==> src/rtl/riscv_decode_stage_if.sv <==
// rtl/riscv_decode_stage_if.sv - fetch-side and register-read-side handshake bundle of the decode stage
interface riscv_decode_stage_if #(
  parameter int XLEN       = 32,
  parameter int ALU_CTRL_W = 4,
  parameter int CNT_W      = 16
);
  logic                  flush;
  logic                  in_valid;
  logic                  in_ready;
  logic [31:0]           instr;
  logic                  out_valid;
  logic                  out_ready;
  logic [ALU_CTRL_W-1:0] alu_control;
  logic                  reg_write;
  logic                  mem_read;
  logic                  mem_write;
  logic                  branch;
  logic                  alu_src_imm;
  logic [4:0]            rd;
  logic [4:0]            rs1;
  logic [4:0]            rs2;
  logic [2:0]            funct3;
  logic [XLEN-1:0]       imm;
  logic                  illegal;
  logic [CNT_W-1:0]      illegal_cnt;

  modport master (
    output flush, in_valid, instr, out_ready,
    input  in_ready, out_valid, alu_control, reg_write, mem_read, mem_write, branch,
           alu_src_imm, rd, rs1, rs2, funct3, imm, illegal, illegal_cnt
  );

  modport slave (
    input  flush, in_valid, instr, out_ready,
    output in_ready, out_valid, alu_control, reg_write, mem_read, mem_write, branch,
           alu_src_imm, rd, rs1, rs2, funct3, imm, illegal, illegal_cnt
  );
endinterface

==> src/rtl/riscv_decode_stage.sv <==
// rtl/riscv_decode_stage.sv - registered RV32I decode stage for R, I-ALU, LOAD, STORE and BRANCH
module riscv_decode_stage #(
  parameter int XLEN       = 32,
  parameter int ALU_CTRL_W = 4,
  parameter int CNT_W      = 16
) (
  input logic                clk,
  input logic                rst_n,
  riscv_decode_stage_if.slave io
);

  localparam logic [3:0] ALU_ADD  = 4'b0100;
  localparam logic [3:0] ALU_SUB  = 4'b0101;
  localparam logic [3:0] ALU_SLL  = 4'b0001;
  localparam logic [3:0] ALU_SLT  = 4'b1010;
  localparam logic [3:0] ALU_SLTU = 4'b1001;
  localparam logic [3:0] ALU_XOR  = 4'b1000;
  localparam logic [3:0] ALU_SRL  = 4'b0010;
  localparam logic [3:0] ALU_SRA  = 4'b0011;
  localparam logic [3:0] ALU_OR   = 4'b0111;
  localparam logic [3:0] ALU_AND  = 4'b0110;

  localparam logic [6:0] OP_R      = 7'b0110011;
  localparam logic [6:0] OP_I_ALU  = 7'b0010011;
  localparam logic [6:0] OP_LOAD   = 7'b0000011;
  localparam logic [6:0] OP_STORE  = 7'b0100011;
  localparam logic [6:0] OP_BRANCH = 7'b1100011;

  typedef struct packed {
    logic [ALU_CTRL_W-1:0] alu_control;
    logic                  reg_write;
    logic                  mem_read;
    logic                  mem_write;
    logic                  branch;
    logic                  alu_src_imm;
    logic [4:0]            rd;
    logic [4:0]            rs1;
    logic [4:0]            rs2;
    logic [2:0]            funct3;
    logic [XLEN-1:0]       imm;
    logic                  illegal;
  } dec_t;

  // alt selects SUB for funct3=0 and SRA for funct3=5
  function automatic logic [3:0] alu_base(input logic [2:0] f3, input logic alt);
    case (f3)
      3'd0:    alu_base = alt ? ALU_SUB : ALU_ADD;
      3'd1:    alu_base = ALU_SLL;
      3'd2:    alu_base = ALU_SLT;
      3'd3:    alu_base = ALU_SLTU;
      3'd4:    alu_base = ALU_XOR;
      3'd5:    alu_base = alt ? ALU_SRA : ALU_SRL;
      3'd6:    alu_base = ALU_OR;
      default: alu_base = ALU_AND;
    endcase
  endfunction

  logic [6:0]  opcode;
  logic [2:0]  f3;
  logic [6:0]  f7;
  logic [31:0] i_imm;
  logic [31:0] s_imm;
  logic [31:0] b_imm;
  logic        legal;
  logic [3:0]  alu_code;
  logic [31:0] imm32;
  dec_t        dec;

  assign opcode = io.instr[6:0];
  assign f3     = io.instr[14:12];
  assign f7     = io.instr[31:25];
  assign i_imm  = {{20{io.instr[31]}}, io.instr[31:20]};
  assign s_imm  = {{20{io.instr[31]}}, io.instr[31:25], io.instr[11:7]};
  assign b_imm  = {{19{io.instr[31]}}, io.instr[31], io.instr[7], io.instr[30:25],
                   io.instr[11:8], 1'b0};

  always_comb begin
    legal    = 1'b0;
    alu_code = 4'b0000;
    imm32    = 32'd0;
    dec      = '0;
    dec.rd     = io.instr[11:7];
    dec.rs1    = io.instr[19:15];
    dec.rs2    = io.instr[24:20];
    dec.funct3 = f3;
    case (opcode)
      OP_R: begin
        legal         = (f7 == 7'd0) || ((f7 == 7'd32) && ((f3 == 3'd0) || (f3 == 3'd5)));
        alu_code      = alu_base(f3, f7[5]);
        dec.reg_write = 1'b1;
      end
      OP_I_ALU: begin
        if (f3 == 3'd1)      legal = (f7 == 7'd0);
        else if (f3 == 3'd5) legal = (f7 == 7'd0) || (f7 == 7'd32);
        else                 legal = 1'b1;
        alu_code        = alu_base(f3, (f3 == 3'd5) && f7[5]);
        dec.reg_write   = 1'b1;
        dec.alu_src_imm = 1'b1;
        imm32           = i_imm;
      end
      OP_LOAD: begin
        legal           = (f3 != 3'd3) && (f3 != 3'd6) && (f3 != 3'd7);
        alu_code        = ALU_ADD;
        dec.reg_write   = 1'b1;
        dec.mem_read    = 1'b1;
        dec.alu_src_imm = 1'b1;
        imm32           = i_imm;
      end
      OP_STORE: begin
        legal           = (f3 <= 3'd2);
        alu_code        = ALU_ADD;
        dec.mem_write   = 1'b1;
        dec.alu_src_imm = 1'b1;
        imm32           = s_imm;
      end
      OP_BRANCH: begin
        legal      = (f3 != 3'd2) && (f3 != 3'd3);
        alu_code   = (f3[2:1] == 2'b00) ? ALU_SUB : (f3[1] ? ALU_SLTU : ALU_SLT);
        dec.branch = 1'b1;
        imm32      = b_imm;
      end
      default: legal = 1'b0;
    endcase
    dec.alu_control = ALU_CTRL_W'(alu_code);
    dec.imm         = XLEN'($signed(imm32));
    // Illegal words keep only the raw register/funct3 pass-through fields
    if (!legal) begin
      dec.alu_control = '0;
      dec.reg_write   = 1'b0;
      dec.mem_read    = 1'b0;
      dec.mem_write   = 1'b0;
      dec.branch      = 1'b0;
      dec.alu_src_imm = 1'b0;
      dec.imm         = '0;
      dec.illegal     = 1'b1;
    end
  end

  logic             out_valid_q, out_valid_d;
  dec_t             fields_q, fields_d;
  logic [CNT_W-1:0] illegal_cnt_q, illegal_cnt_d;
  logic             in_ready;
  logic             accept;

  assign in_ready = !io.flush && (!out_valid_q || io.out_ready);
  assign accept   = io.in_valid && in_ready;

  always_comb begin
    out_valid_d   = out_valid_q;
    fields_d      = fields_q;
    illegal_cnt_d = illegal_cnt_q;
    if (io.flush) begin
      out_valid_d = 1'b0;
    end else if (accept) begin
      out_valid_d = 1'b1;
      fields_d    = dec;
      if (dec.illegal && (illegal_cnt_q != '1)) illegal_cnt_d = illegal_cnt_q + CNT_W'(1);
    end else if (io.out_ready) begin
      out_valid_d = 1'b0;
    end
  end

  always_ff @(posedge clk or negedge rst_n) begin
    if (!rst_n) begin
      out_valid_q   <= 1'b0;
      fields_q      <= '0;
      illegal_cnt_q <= '0;
    end else begin
      out_valid_q   <= out_valid_d;
      fields_q      <= fields_d;
      illegal_cnt_q <= illegal_cnt_d;
    end
  end

  assign io.in_ready    = in_ready;
  assign io.out_valid   = out_valid_q;
  assign io.alu_control = fields_q.alu_control;
  assign io.reg_write   = fields_q.reg_write;
  assign io.mem_read    = fields_q.mem_read;
  assign io.mem_write   = fields_q.mem_write;
  assign io.branch      = fields_q.branch;
  assign io.alu_src_imm = fields_q.alu_src_imm;
  assign io.rd          = fields_q.rd;
  assign io.rs1         = fields_q.rs1;
  assign io.rs2         = fields_q.rs2;
  assign io.funct3      = fields_q.funct3;
  assign io.imm         = fields_q.imm;
  assign io.illegal     = fields_q.illegal;
  assign io.illegal_cnt = illegal_cnt_q;

endmodule
==> src/flat_wrapper.sv <==
// flat-port wrapper written by rule: the top's interface ports become plain ports
module riscv_decode_stage_flat 
#(
  parameter int XLEN       = 32,
  parameter int ALU_CTRL_W = 4,
  parameter int CNT_W      = 16
)
  (clk, rst_n, io_flush, io_in_valid, io_instr, io_out_ready, io_in_ready, io_out_valid, io_alu_control, io_reg_write, io_mem_read, io_mem_write, io_branch, io_alu_src_imm, io_rd, io_rs1, io_rs2, io_funct3, io_imm, io_illegal, io_illegal_cnt);
  riscv_decode_stage_if #(.XLEN(XLEN), .ALU_CTRL_W(ALU_CTRL_W), .CNT_W(CNT_W)) io_i ();
  input logic clk;
  input logic rst_n;
  input wire logic [$bits(io_i.flush)-1:0] io_flush;
  input wire logic [$bits(io_i.in_valid)-1:0] io_in_valid;
  input wire logic [$bits(io_i.instr)-1:0] io_instr;
  input wire logic [$bits(io_i.out_ready)-1:0] io_out_ready;
  output wire logic [$bits(io_i.in_ready)-1:0] io_in_ready;
  output wire logic [$bits(io_i.out_valid)-1:0] io_out_valid;
  output wire logic [$bits(io_i.alu_control)-1:0] io_alu_control;
  output wire logic [$bits(io_i.reg_write)-1:0] io_reg_write;
  output wire logic [$bits(io_i.mem_read)-1:0] io_mem_read;
  output wire logic [$bits(io_i.mem_write)-1:0] io_mem_write;
  output wire logic [$bits(io_i.branch)-1:0] io_branch;
  output wire logic [$bits(io_i.alu_src_imm)-1:0] io_alu_src_imm;
  output wire logic [$bits(io_i.rd)-1:0] io_rd;
  output wire logic [$bits(io_i.rs1)-1:0] io_rs1;
  output wire logic [$bits(io_i.rs2)-1:0] io_rs2;
  output wire logic [$bits(io_i.funct3)-1:0] io_funct3;
  output wire logic [$bits(io_i.imm)-1:0] io_imm;
  output wire logic [$bits(io_i.illegal)-1:0] io_illegal;
  output wire logic [$bits(io_i.illegal_cnt)-1:0] io_illegal_cnt;
  assign io_i.flush = io_flush;
  assign io_i.in_valid = io_in_valid;
  assign io_i.instr = io_instr;
  assign io_i.out_ready = io_out_ready;
  assign io_in_ready = io_i.in_ready;
  assign io_out_valid = io_i.out_valid;
  assign io_alu_control = io_i.alu_control;
  assign io_reg_write = io_i.reg_write;
  assign io_mem_read = io_i.mem_read;
  assign io_mem_write = io_i.mem_write;
  assign io_branch = io_i.branch;
  assign io_alu_src_imm = io_i.alu_src_imm;
  assign io_rd = io_i.rd;
  assign io_rs1 = io_i.rs1;
  assign io_rs2 = io_i.rs2;
  assign io_funct3 = io_i.funct3;
  assign io_imm = io_i.imm;
  assign io_illegal = io_i.illegal;
  assign io_illegal_cnt = io_i.illegal_cnt;
  riscv_decode_stage #(.XLEN(XLEN), .ALU_CTRL_W(ALU_CTRL_W), .CNT_W(CNT_W)) u_core (.clk(clk), .rst_n(rst_n), .io(io_i));
endmodule
==> config.mk <==
export PLATFORM = sky130hd
export DESIGN_NAME = riscv_decode_stage_flat
export DESIGN_NICKNAME = d
export VERILOG_FILES = /design/src/rtl/riscv_decode_stage_if.sv /design/src/rtl/riscv_decode_stage.sv /design/src/flat_wrapper.sv
export SDC_FILE = /design/constraint.sdc
export NUM_CORES = 1
export LEC_CHECK = 0
export CAP_MARGIN = 20
export CORE_MARGIN = 1.5
export CORE_UTILIZATION = 48
export CTS_BUF_LIST = sky130_fd_sc_hd__clkbuf_8
export DETAILED_ROUTE_END_ITERATION = 7
export HOLD_SLACK_MARGIN = 0.02
export PLACE_DENSITY = 0.88
export SYNTH_ARGS = -nofsm -noshare
export SYNTH_HDL_FRONTEND = slang
export SYNTH_SLANG_ARGS = --single-unit
==> constraint.sdc <==
create_clock -name clk -period 3.5 [get_ports clk]
set_input_delay 0.35 -clock clk [delete_from_list [all_inputs] [get_ports clk]]
set_output_delay 0.35 -clock clk [all_outputs]
set_load 0.005 [all_outputs]
==> run metrics, run 1 <==
syn_nets=326; Tmin final=2.50 ns; routability cong.=0.882; row count=27; Buf/Inv on CP=1; Area after DPL=3840 um^2; CP top delay family=compound AO/OA/AOI/OAI gates; Internal=1280 uW; clk sinks=58; top layer in use=met4; Starting Density=50.0%; Slew Limit Headroom=47.1%; average wire per standard cell=15.7 um; Comb power frac=19.4%; CTS Root Cell=clkbuf_8; Crit-path slowest cell=clkdlybuf4s50_1; worst path required time=3.71 ns; largest net degree at the start of global routing=44; layout cells sized above 1=6.63%; Layout Area Growth over Synthesis=45.5%; outcome=complete, no violations; CP Depth=7; final max-slew violation count=0; max-cap viol count=0; critical path, cell by cell=clkdlybuf4s50_1 -> nand2b_1 -> a311oi_2 -> o221ai_2 -> o21ai_1 -> nor2_1 -> a22o_1; Leak Pwr=0.00174 uW; met3 WL post-DR=510 um; CTS resizes=0; die area=6240 um^2; hold buffer count at CTS=0; CTS HTree Levels=3; CTS buffer count=9; Fmax=401 MHz; Final Hold Fails=0; Core Region=5540 um^2; vias per cell=5.39; met1 WL=3020 um; Die Span X=79 um; CP Capture Type=flop; global-route wire length before repair=12,100 um; final instance area=4040 um^2; Async SR Flop Fraction=100%; crit path max fanout=13; distinct cell type count after synthesis=43; Post-synth EDFFs=0; dpl hpwl=5330 um; Final #Nets=425; CTS Buffer Depth=2; unrepaired setup endpoints after global routing=false; Power per Cell Area=430 nW/um^2; final setup fails=0; Diodes inserted=0; routed wire length=7280 um; Sw Ratio=26.0%; IO Port Bufs=114; Die H=79 um; via count=2,500; metal2 WL=3640 um; Congestion Overflow GR=0; most frequently used flop master after synthesis=dfrtp_1; I/O Pins=115; Post-Route Setup TNS=0 ns; Seq/Total Area, Yosys=52.3%; reg2reg path depth=8; number of DRC markers in iteration 0=142; syn_area_per_cell=9.63 um^2; Setup Buffers After CTS=0; Seq pwr share=45.2%; Post-Syn Area=2770 um^2; antenna violations before repair=0; critical path data arrival time=2.71 ns; CTS tree=built; Tot GR Track Use=25.2%; first-pass iteration count of the detailed router=5; Final period util=71.3%; NetSw=452 uW; crit path launch type=input pin; Hold Crit Class=input pin to asynchronous set/reset pin; worst-skew pair later-pin latency=0.34 ns; worst slew pin tran=0.793 ns; Crit Path Class=input pin to flop; Reg clk slew, reported paths=0.07 ns; flops & latches, synth=58; worst vdd ir=0.000330 V; Final Power=1740 uW; yosys warns=0; Post-DRT Antenna Nets=0; DRC=0; final setup skew=0.0112 ns; vias in the first global route=2,489; Mapped Cells=288; power share of the clock group=35.4%; critical path's largest stage delay=0.63 ns
[placed cells by master, fill, tap and decap left out, types with 2 or more instances in the layout]
cell / synthesis / layout
and2_1: 4 / 4
nor3_1: 2 / 2
a21oi_1: 5 / 5
inv_1: 3 / 6
a31oi_1: 2 / 2
o21ai_0: 19 / 19
nand2_1: 72 / 72
dfrtp_1: 58 / 58
a2bb2oi_1: 2 / 2
clkdlybuf4s50_1: 0 / 113
nand4_1: 7 / 7
nand2b_1: 3 / 3
a22oi_1: 4 / 4
o31ai_1: 3 / 3
and3_1: 4 / 4
clkbuf_8: 0 / 11
xor2_1: 2 / 2
xnor2_1: 14 / 14
buf_4: 19 / 5
a22o_1: 7 / 7
nor2_1: 14 / 14
nand3_1: 10 / 10
and4_1: 3 / 3
[sequential cells by signal, summed over array words and instances, names as in the netlist]
register and count:
u_core.io.illegal_cnt 16, u_core.io.imm 13, u_core.io.rd 5, u_core.io.rs1 5, u_core.io.rs2 5, u_core.io.alu_control 4
u_core.io.funct3 3, u_core.io.alu_src_imm 1, u_core.io.branch 1, u_core.io.illegal 1, u_core.io.mem_read 1, u_core.io.mem_write 1
u_core.io.out_valid 1, u_core.io.reg_write 1
[cells in the mapped netlist, types with 2 or more instances]
master,number,area [um^2]
o21ai_0,19,95.1
nand2_1,72,270
buf_4,19,143
a22o_1,7,61.3
xor2_1,2,17.5
inv_1,3,11.3
a22oi_1,4,30.0
and2_1,4,25.0
nand4_1,7,43.8
nor3_1,2,10.0
nand2b_1,3,18.8
a31oi_1,2,12.5
dfrtp_1,58,1450
clkbuf_1,8,30.0
buf_2,3,15.0
nor2_1,14,52.6
nand3_1,10,50.1
a2bb2oi_1,2,17.5
and3_1,4,25.0
o31ai_1,3,22.5
a21oi_1,5,25.0
and4_1,3,26.3
xnor2_1,14,123
[power groups by stage]
stage	combinational (uW)	sequential [uW]	clock (uW)
after CTS	340	784	617
after global routing	368	792	653
final	337	785	615
after global placement	328	791	0
after floorplan	122	795	0
after detailed placement	338	795	0
[kinds of logic (layout without fill, tap and decap cells)]
logic type	after synthesis	after routing	share of synthesized area, %
AO/OA/AOI/OAI	48	48	11.6
buffers and inverters	35	139	7.72
multiplexers	2	2	0.767
flip-flops	58	58	52.3
adder cells (fa/ha/maj)	1	1	0.451
AND/OR/NAND/NOR	128	128	22.1
XOR/XNOR	16	16	5.05
[cell type report]
cell class | count | area, um^2
Clock inverter | 5 | 46.3
Sequential cell | 58 | 1450
Timing Repair Buffer | 119 | 1170
Fill cell | 414 | 1510
Tap cell | 72 | 90.1
Inverter | 4 | 15.0
Multi-Input combinational cell | 195 | 1110
Clock buffer | 11 | 151
[final timing paths]
| check | end | startpoint | slack (ns) |
|---|---|---|---|
| max reg2reg | u_core.io.mem_read | u_core.io.out_valid | 1.40 |
| max in group asynchronous | u_core.io.funct3[1] | rst_n | 2.58 |
| min in group clk | u_core.io.rs1[0] | u_core.io.rs1[0] | 0.48 |
| min reg2reg | u_core.io.rs1[0] | u_core.io.rs1[0] | 0.48 |
| min | u_core.io.illegal_cnt[11] | rst_n | 0.1 |
| max | u_core.io.imm[5] | io_instr[14] | 1.00 |
[per-layer routing]
metal	track usage (%)	up-vias
li1	-	1167
met5	0	-
met1	30.6	1213
met3	7.01	11
met4	10.0	0
met2	42.5	109
[metrics by stage]
| stage | hold slack [ns] | cells | setup WS [ns] | utilization (%) |
|---|---|---|---|---|
| floorplan | 0.0544 | 288 | 1.61 | - |
| global placement | 0.459 | 448 | 0.790 | 69.3 |
| detailed placement | 0.466 | 448 | 0.688 | 69.3 |
| CTS | 0.122 | 464 | 1.02 | 72.8 |
| global route | 0.161 | 464 | 0.794 | 72.8 |
| finish | 0.0985 | 464 | 1.00 | 72.8 |
Note: power is estimated with default switching activity, not from simulation.
==> run 2, diff against run 1 <==
--- a/config.mk
+++ b/config.mk
@@ -7,11 +7,11 @@
 export LEC_CHECK = 0
 export CAP_MARGIN = 20
 export CORE_MARGIN = 1.5
-export CORE_UTILIZATION = 48
+export CORE_UTILIZATION = 40
 export CTS_BUF_LIST = sky130_fd_sc_hd__clkbuf_8
 export DETAILED_ROUTE_END_ITERATION = 7
 export HOLD_SLACK_MARGIN = 0.02
-export PLACE_DENSITY = 0.88
+export PLACE_DENSITY = 0.79
 export SYNTH_ARGS = -nofsm -noshare
 export SYNTH_HDL_FRONTEND = slang
 export SYNTH_SLANG_ARGS = --single-unit
==> constraint.sdc (replaced) <==
create_clock -name clk -period 2.08 [get_ports clk]
set_input_delay 0.208 -clock clk [delete_from_list [all_inputs] [get_ports clk]]
set_output_delay 0.208 -clock clk [all_outputs]
set_load 0.005 [all_outputs]
==> run metrics, run 2 (synthesized netlist as in run 1, its figures left out) <==
Slew Limit Headroom=55.0% (+7.9 points); I/O Pins=115 (unchanged); hold endpoint=u_core.io.rs1[1]; Congestion Overflow GR=0 (unchanged); Core Region=6760 um^2 (+22%); die area=7440 um^2 (+19%); Final period util=94.5%; commonest cells after routing, fill and taps aside=113 x clkdlybuf4s50_1, 72 x nand2_1, 58 x dfrtp_1; critical path data arrival time=2.19 ns (-0.52 ns); post-layout util=63.4% (-9.5 points); final instance area=4280 um^2 (+6.1%); hold_sp=io_instr[16]; Final #Nets=448 (+5.4%); number of DRC markers in iteration 0=108 (-24%); average wire per standard cell=14.8 um (-5.6%); Layout Area Growth over Synthesis=54.4%; CP top delay family=buffers and inverters; Diodes inserted=0 (unchanged); final setup fails=0 (unchanged); Tmin final=1.97 ns; global-route wire length before repair=12,000 um (-0.98%); max reg flops=16 (unchanged); Buf/Inv on CP=2 (+1); layout cells sized above 1=12.3% (+5.7 points); worst hold margin=0.396 ns (+0.297 ns); CTS tree=built; CTS Root Cell=clkbuf_8; Crit Path Class=input pin to flop; CTS HTree Levels=3 (unchanged); row count=30 (+11%); worst path required time=2.31 ns (-1.40 ns); CP Capture Type=flop; Die H=86.3 um (+9.2%); crit path max fanout=16 (+3); CTS buffer count=9 (unchanged); final setup skew=0.00553 ns (-0.00564 ns); outcome=complete, no violations; Fmax=509 MHz; NetSw=805 uW (+78%); Setup Buffers After CTS=0 (unchanged); Crit-path slowest cell=clkdlybuf4s50_1; Starting Density=41.0% (-9.0 points); Post-DRT Antenna Nets=0 (unchanged); reg2reg path depth=6 (-2); Die Span X=86.3 um (+9.2%); final max-slew violation count=0 (unchanged); worst vdd ir=0.000443 V (+34%); crit path launch type=input pin; IO Port Bufs=114 (unchanged); dpl hpwl=5590 um (+4.9%); commonest non-fill, non-tap cell in the layout=clkdlybuf4s50_1; DRC=0 (unchanged); Comb power frac=21.0% (+1.6 points); worst r2r src=u_core.io.illegal_cnt[4]; unrepaired setup endpoints after global routing=false; Hold Path Stages=3; first-pass iteration count of the detailed router=4 (-1); r2r setup slk=0.13 ns (-1.27 ns); Final Hold Fails=0 (unchanged); Sw Ratio=25.8% (-0.21 points); Tot GR Track Use=20.9% (-4.3 points); antenna violations before repair=0 (unchanged); Leak Pwr=0.00186 uW (+6.9%); vias in the first global route=2,429 (-2.4%); power share of the clock group=37.1% (+1.7 points); vias per cell=5.12 (-5.1%); Final Power=3120 uW (+79%); routed wire length=7330 um (+0.66%); critical path's largest stage delay=0.45 ns (-0.18 ns); DP Cell Count=478 (+6.7%); via count=2,532 (+1.3%); Hold Crit Class=input pin to flop; Worst R2R End=u_core.io.illegal_cnt[1]; Seq pwr share=41.8% (-3.4 points); critical path, cell by cell=clkdlybuf4s50_1 -> nand2b_1 -> a311oi_2 -> o221ai_2 -> nor4b_4 -> buf_12 -> mux2_2; max-cap viol count=0 (unchanged); CTS Buffer Depth=2 (unchanged); Area after DPL=4040 um^2 (+5.2%); worst-skew pair later-pin latency=0.34 ns (about the same); Power per Cell Area=728 nW/um^2 (+69%); Internal=2310 uW (+80%); Reg clk slew, reported paths=0.07 ns (about the same); largest net degree at the start of global routing=44 (unchanged); worst slew pin tran=0.675 ns (-0.118 ns); clk sinks=58 (unchanged); routability cong.=0.857 (-2.9%); Final Non-Filler Cells=495 (+6.7%)
==> run 2: changes by cell type in the layout (fill, tap and decap cells not counted) <==
cell / before / now
inv_1: 6 / 4
buf_12: 0 / 2
buf_4: 5 / 25
nor4_4: 0 / 1
dlygate4sd3_1: 0 / 1
bufinv_16: 1 / 2
clkbuf_8: 11 / 10
nor4_1: 1 / 0
clkinv_2: 1 / 2
clkinvlp_4: 0 / 1
==> run 2: area by class of cell <==
cell class / count / area, um^2
clock buffer: 10 / 138
sequential: 58 / 1450
tap: 80 / 100
inverter: 4 / 15.0
clock inverter: 6 / 81.3
timing repair buffer: 142 / 1370
fill: 566 / 2470
multi-input combinational: 195 / 1120
==> run 2: what timing repair did <==
action	in CTS	in global routing
gates resized for setup	1	1
pin swaps	0	0
endpoints found under the hold margin	27	0
setup endpoints to repair	4	8
hold buffers	1	0
==> run 2: worst min-delay path, stage by stage <==
cell             delay [ns]
clkdlybuf4s50_1        0.40
nand2_1                0.05
nand2_1                0.04
==> run 2: worst max-delay path by stage <==
stage | startpoint | to | cells after the start
finish | io_instr[14] | u_core.io.illegal_cnt[1] | 7
global route | io_instr[26] | u_core.io.imm[5] | 9
CTS | io_instr[26] | u_core.io.imm[5] | 9
detailed placement | io_instr[26] | u_core.io.mem_read | 7
global placement | io_instr[26] | u_core.io.imm[9] | 9
floorplan | u_core.io.out_valid | u_core.io.illegal_cnt[3] | 7
==> run 2: metrics by stage <==
stage | setup TNS (ns) | setup slack (ns)
2_1_floorplan | 0 | 0.280
3_3_place_gp | -4.40 | -0.210
3_5_place_dp | -8.59 | -0.359
4_1_cts | 0 | 0.0976
5_1_grt | 0 | 0.0327
6_report | 0 | 0.114
==> run 2: power by group through the flow <==
stage                     clock [uW]  sequential (uW)  combinational (uW)
final                           1160             1300                 655
after global routing            1230             1310                 722
after CTS                       1170             1310                 660
after detailed placement           0             1330                 656
after global placement             0             1310                 638
after floorplan                    0             1340                 205
==> run 2: layer usage <==
metal  track usage [%]  up-vias  wire length (um)
met3              5.43        9               470
met5                 0        -                 0
met4              6.60        0                87
li1                  -     1223                 -
met1              27.1     1201              3250
met2              34.4       99              3520
==> run 3, diff against run 2 <==
--- a/config.mk
+++ b/config.mk
@@ -10,6 +10,7 @@
 export CORE_UTILIZATION = 40
 export CTS_BUF_LIST = sky130_fd_sc_hd__clkbuf_8
 export DETAILED_ROUTE_END_ITERATION = 7
+export GPL_TIMING_DRIVEN = 0
 export HOLD_SLACK_MARGIN = 0.02
 export PLACE_DENSITY = 0.79
 export SYNTH_ARGS = -nofsm -noshare
==> run metrics, run 3 (synthesized netlist as in run 1, its figures left out) <==
vias per cell=5.17 (+1.1%); largest net degree at the start of global routing=35 (-20%); Post-DRT Antenna Nets=0 (unchanged); Congestion Overflow GR=0 (unchanged); final setup skew=0.00999 ns (+0.00446 ns); critical path data arrival time=2.18 ns (about the same); dpl hpwl=5570 um (-0.32%); critical path, cell by cell=clkdlybuf4s50_1 -> nor2_1 -> a311oi_2 -> o221ai_2 -> nor4b_4 -> buf_4 -> mux2_2; metal2 WL=3560 um (+0.94%); Hold Crit Class=input pin to flop; post-layout util=63.4% (about the same); I/O Pins=115 (unchanged); clk sinks=58 (unchanged); CP Capture Type=flop; Die H=86.3 um (unchanged); Layout Area Growth over Synthesis=54.5% (about the same); r2r setup slk=0.13 ns (about the same); final setup fails=0 (unchanged); die area=7440 um^2 (unchanged); met1 WL=3230 um (-0.46%); worst vdd ir=0.000320 V (-28%); CTS Buffer Depth=2 (unchanged); routed wire length=7470 um (+2.0%); IO Port Bufs=113 (-0.88%); met3 WL post-DR=599 um (+27%); Slew Limit Headroom=60.4% (+5.4 points); row count=30 (unchanged); CTS tree=built; worst path required time=2.30 ns (about the same); critical path's largest stage delay=0.56 ns (+0.11 ns); final instance area=4280 um^2 (about the same); Crit Path Class=input pin to flop; layout cells sized above 1=13.3% (+1.0 points); crit path max fanout=3 (-13); global-route wire length before repair=12,100 um (+1.2%); Fmax=510 MHz (+0.25%); number of DRC markers in iteration 0=122 (+13%); Diodes inserted=0 (unchanged); antenna violations before repair=0 (unchanged); Area after DPL=4020 um^2 (-0.46%); via count=2,585 (+2.1%); Power per Cell Area=693 nW/um^2 (-4.8%); max-cap viol count=0 (unchanged); Post-Route Setup TNS=0 ns (unchanged); CTS buffer count=9 (unchanged); CP top delay family=buffers and inverters; vias in the first global route=2,544 (+4.7%); Tmin final=1.96 ns (-0.00488 ns); Final #Nets=453 (+1.1%); commonest non-fill, non-tap cell in the layout=clkdlybuf4s50_1; Core Region=6760 um^2 (unchanged); Final Hold Fails=0 (unchanged); final max-slew violation count=0 (unchanged); CTS HTree Levels=3 (unchanged); worst slew pin tran=0.595 ns (-0.0803 ns); DRC=0 (unchanged); commonest cells after routing, fill and taps aside=110 x clkdlybuf4s50_1, 71 x nand2_1, 57 x dfrtp_1; Tot GR Track Use=20.9% (about the same); Die Span X=86.3 um (unchanged); Setup WS post-layout=0.118 ns (+0.00488 ns); max reg flops=16 (unchanged); outcome=complete, no violations; Buf/Inv on CP=2 (unchanged); worst-skew pair later-pin latency=0.33 ns (about the same); routability cong.=0.834 (-2.6%); CTS Root Cell=clkbuf_8; top layer in use=met4; Crit-path slowest cell=clkdlybuf4s50_1; worst slack at placement=-0.511 ns (-0.152 ns); Final Power=2970 uW (-4.8%); Leak Pwr=0.00188 uW (+1.1%); crit path launch type=input pin; first-pass iteration count of the detailed router=4 (unchanged); average wire per standard cell=14.9 um (+0.95%); Starting Density=41.0% (unchanged); Reg clk slew, reported paths=0.07 ns (about the same); Final period util=94.3% (-0.23 points)
==> run 3: repair_timing <==
| item | in CTS | in global routing |
|---|---|---|
| setup buffers | 2 | 0 |
| gates resized for setup | 4 | 6 |
| setup endpoints to repair | 29 | 6 |
| pin swaps | 1 | 0 |
| hold endpoints to repair | 24 | 0 |
| hold buffers | 1 | 0 |
==> run 3: cell type report <==
class / instances / area (um^2)
fill: 574 / 2470
timing repair buffer: 117 / 1180
tap: 80 / 100
clock inverter: 5 / 52.6
sequential: 58 / 1450
buffer: 30 / 196
inverter: 4 / 15.0
clock buffer: 11 / 151
multi-input combinational: 195 / 1140
==> run 3: worst reg2reg max path, delay by kind of cell (launching register included) <==
kind / cells / cell delay (ns)
buf+inv: 1 / 0.15
mux: 1 / 0.26
flops: 1 / 0.43
simple gates: 4 / 0.99
==> run 3: routing by layer <==
metal  track usage, %  vias up
met1             26.3     1242
li1                 -     1221
met2             34.9      113
met4             6.60        0
met3             6.00        9
met5                0        -
==> run 3: power by group <==
part	internal (uW)	switching, uW
Clock	612	446
Combinational	338	251
Sequential	1230	88.8
Total	2180	786
==> run 3: stage by stage <==
step,hold slack [ns],instances
6_report,0.170,500
5_1_grt,0.181,500
4_1_cts,0.157,500
3_5_place_dp,0.247,482
3_3_place_gp,0.458,481
2_1_floorplan,-0.0876,288
==> run 3: worst paths after layout <==
kind | startpoint | end | cells after the start
max | io_instr[31] | u_core.io.illegal_cnt[1] | 7
min | io_instr[4] | u_core.io.mem_read | 2
max reg2reg | u_core.io.illegal_cnt[2] | u_core.io.illegal_cnt[1] | 6
min reg2reg | u_core.io.rs1[0] | u_core.io.rs1[0] | 2
max in group asynchronous | rst_n | u_core.io.mem_write | 3
min in group asynchronous | rst_n | u_core.io.alu_control[3] | 2
